--- src/rtl/fabric_verif_pkg.sv ---
// fabric_verif_pkg: shared FSM state encodings and bit-vector helpers for the response checker.
package fabric_verif_pkg;
  typedef logic [1:0] state_t;
  localparam state_t ST_IDLE = 2'd0;
  localparam state_t ST_SKIP = 2'd1;
  localparam state_t ST_RUN  = 2'd2;
  localparam state_t ST_DONE = 2'd3;
  function automatic logic [5:0] popcount(input logic [31:0] v);
    popcount = '0;
    for (int i = 0; i < 32; i++) popcount = popcount + 6'(v[i]);
  endfunction
  function automatic logic [4:0] lowest_set_bit(input logic [31:0] v);
    lowest_set_bit = '0;
    for (int i = 31; i >= 0; i--) if (v[i]) lowest_set_bit = 5'(i);
  endfunction
endpackage

--- src/rtl/fabric_mismatch_detect.sv ---
// fabric_mismatch_detect: masked compare plus rising-edge count and lowest rising index.
module fabric_mismatch_detect
  import fabric_verif_pkg::*;
#(
  parameter int NUM_OUT = 2,
  parameter int IDX_W   = 1,
  parameter int CNT_W   = 2
) (
  input  logic [NUM_OUT-1:0] gfpga,
  input  logic [NUM_OUT-1:0] bench,
  input  logic [NUM_OUT-1:0] valid,
  input  logic [NUM_OUT-1:0] flag,
  output logic [NUM_OUT-1:0] mism,
  output logic [CNT_W-1:0]   rise_cnt,
  output logic [IDX_W-1:0]   low_idx,
  output logic               any_rise
);
  logic [NUM_OUT-1:0] rise;
  assign mism     = valid & (gfpga ^ bench);
  assign rise     = mism & ~flag;
  assign any_rise = |rise;
  assign rise_cnt = CNT_W'(popcount(32'(rise)));
  assign low_idx  = IDX_W'(lowest_set_bit(32'(rise)));
endmodule

--- config.mk ---
export PLATFORM = sky130hd
export DESIGN_NAME = fabric_mismatch_detect
export DESIGN_NICKNAME = d
export VERILOG_FILES = /design/src/rtl/fabric_verif_pkg.sv /design/src/rtl/fabric_mismatch_detect.sv
export SDC_FILE = /design/constraint.sdc
export NUM_CORES = 1
export LEC_CHECK = 0
export BUFFER_PORTS_ARGS = -buffer_cell sky130_fd_sc_hd__buf_2
export CAP_MARGIN = 20
export CORE_AREA = 3 3 40 42
export DETAILED_ROUTE_END_ITERATION = 10
export DIE_AREA = 0 0 43 45
export GPL_ROUTABILITY_DRIVEN = 0
export GPL_TIMING_DRIVEN = 0
export PLACE_DENSITY = 0.41
export SLEW_MARGIN = 20
export SYNTH_ARGS = -nofsm -noshare
export SYNTH_HDL_FRONTEND = slang
export SYNTH_SLANG_ARGS = --single-unit
export TNS_END_PERCENT = 20
--- constraint.sdc ---
create_clock -name vclk -period 1
set_clock_uncertainty 0.1 [all_clocks]
set_input_delay 0.2 -clock vclk [all_inputs]
set_output_delay 0.2 -clock vclk [all_outputs]
set_load 0.01 [all_outputs]
==> metrics <==
grt total ovfl 0; # Max-Cap Violations 0; hold crit path type input port to primary output; Final min period 1.31 ns; hold_ws 0.618 ns; Synthesis Warnings 0; hold depth 3; WS Path Type input port to primary output; RSZ-0062 raised after global routing true; aggregate routed wire length 285 um; net count after synthesis 23; commonest non-fill, non-tap cell in the layout buf_2; Final Max Slew Viols 0; average vias per placed instance 3.05; share of post-route cells with drive strength above 1 0.731; Non-Filler Instances 41; Post-CTS Hold Buffers 0; Worst EP required 0.70 ns; leakage power 0.135 nW; actual slew at the worst max-slew pin 0.152 ns; fmax 763 MHz; WL/cell 6.95 um; first-pass GRT wire length 455 um; Max VDD drop 0.136 mV; part of the cycle the worst path needs 1.31; seq_cells 0; Setup crit start bench[0]; CP Launch Type input port; sequential fraction of the synthesis area 0; syn_area_per_cell 8.76 sq um; Slew HR 0.898; total power 104 uW; residual DRC count 0; WP data arrival 1.01 ns; Cell Area, Synth 105 sq um; Syn-to-layout area delta 140%; row count 13; pwr dens 412 mW/mm^2; final hold vios 0; hold path startpoint valid[0]; postcts setup bufs 0; Clock buffer cells 0; largest net degree at the start of global routing 4; Worst Hold Path EP mism[0]; initial antenna violation count 0; Post-DRT Antenna Nets 0; Critical Path End Type primary output; die width 43 um; vias in the first global route 109; critical-path maximum fanout 3; fillers 151; initial core utilization 0.0818; Port Buffer Count 14; diode count 0; most frequent cells in the layout buf_2, buf_6; Top Ports 14; Die ar. 0.00194 sq mm; Global Route Usage Sum 0.0282; sequential cell area 0 sq um; failing checks setup timing; post-synth cell types 7; core footprint 0.00128 sq mm; vias after detailed routing 125; setup ws final -0.310 ns; Die Y 45 um; status finished, violations left; Setup Viol. Count Final 6; drt pass-1 iters 2; Cells after Synth 12; Placed Cells 41; DR iter-0 viols 1; layout net count 39
## cells in the mapped netlist, drive strengths merged
master / number / area (sq um)
ha: 3 / 37.5
and2: 2 / 13.8
and3b: 2 / 17.5
inv: 1 / 3.75
xor2: 2 / 17.5
nand3b: 2 / 15.0
## power by group
group / switching [mW] / total (mW) / internal (mW)
logic: 0.0424 / 0.104 / 0.0617
clock network: 0 / 0 / 0
registers: 0 / 0 / 0
## worst max path at each step
| stage | to | slack [ns] | depth (start not counted) |
|---|---|---|---|
| detailed placement | rise_cnt[0] | -0.37 | 5 |
| finish | rise_cnt[0] | -0.31 | 5 |
| CTS | rise_cnt[0] | -0.33 | 5 |
| global placement | rise_cnt[0] | -0.37 | 5 |
| global route | rise_cnt[0] | -0.37 | 5 |
| floorplan | rise_cnt[0] | -0.09 | 3 |
## logic make-up (layout without fill, tap and decap cells)
family | after synthesis | count (layout) | synth area share
fa+ha+maj | 3 | 3 | 0.357
simple gates | 6 | 6 | 0.441
buf+inv | 1 | 15 | 0.0357
xor+xnor | 2 | 2 | 0.167
## through the flow
| stage | instance area [sq um] | utilization | setup slack [ns] | setup TNS, ns |
|---|---|---|---|---|
| after detailed placement | 221 | 0.172 | -0.368 | -1.45 |
| after CTS | 246 | 0.192 | -0.334 | -1.35 |
| final | 253 | 0.197 | -0.310 | -1.25 |
| after global routing | 253 | 0.197 | -0.369 | -1.51 |
| after floorplan | 133 | - | -0.0936 | -0.247 |
| after global placement | 221 | 0.172 | -0.373 | -1.45 |
## final cells by class
cell class         instances  area, sq um  area share
multi-input cells         11          129       0.510
repair buffers            14          101       0.401
well taps                 15         18.8      0.0743
inverters                  1         3.75      0.0149
## metal layers
| metal | GRT usage | vias to the layer above | share of wire |
|---|---|---|---|
| met5 | 0 | - | 0 |
| met4 | 0 | 0 | 0 |
| met3 | 0.00797 | 0 | 0.18 |
| met2 | 0.0419 | 9 | 0.42 |
| met1 | 0.0430 | 50 | 0.40 |
| li1 | - | 66 | - |
## worst max-delay path, stage by stage
cell      delay (ns)
buf_6           0.09
xor2_2          0.16
nand3b_1        0.16
ha_4            0.30
buf_6           0.09
## timing repair
item / CTS / global route
gates resized for setup: 5 / 1
gates cloned: 0 / 0
setup endpoints to repair: 6 / 6
hold endpoints to repair: 0 / 0
pin swaps: 3 / 4
Note: power is estimated with default switching activity, not from simulation.
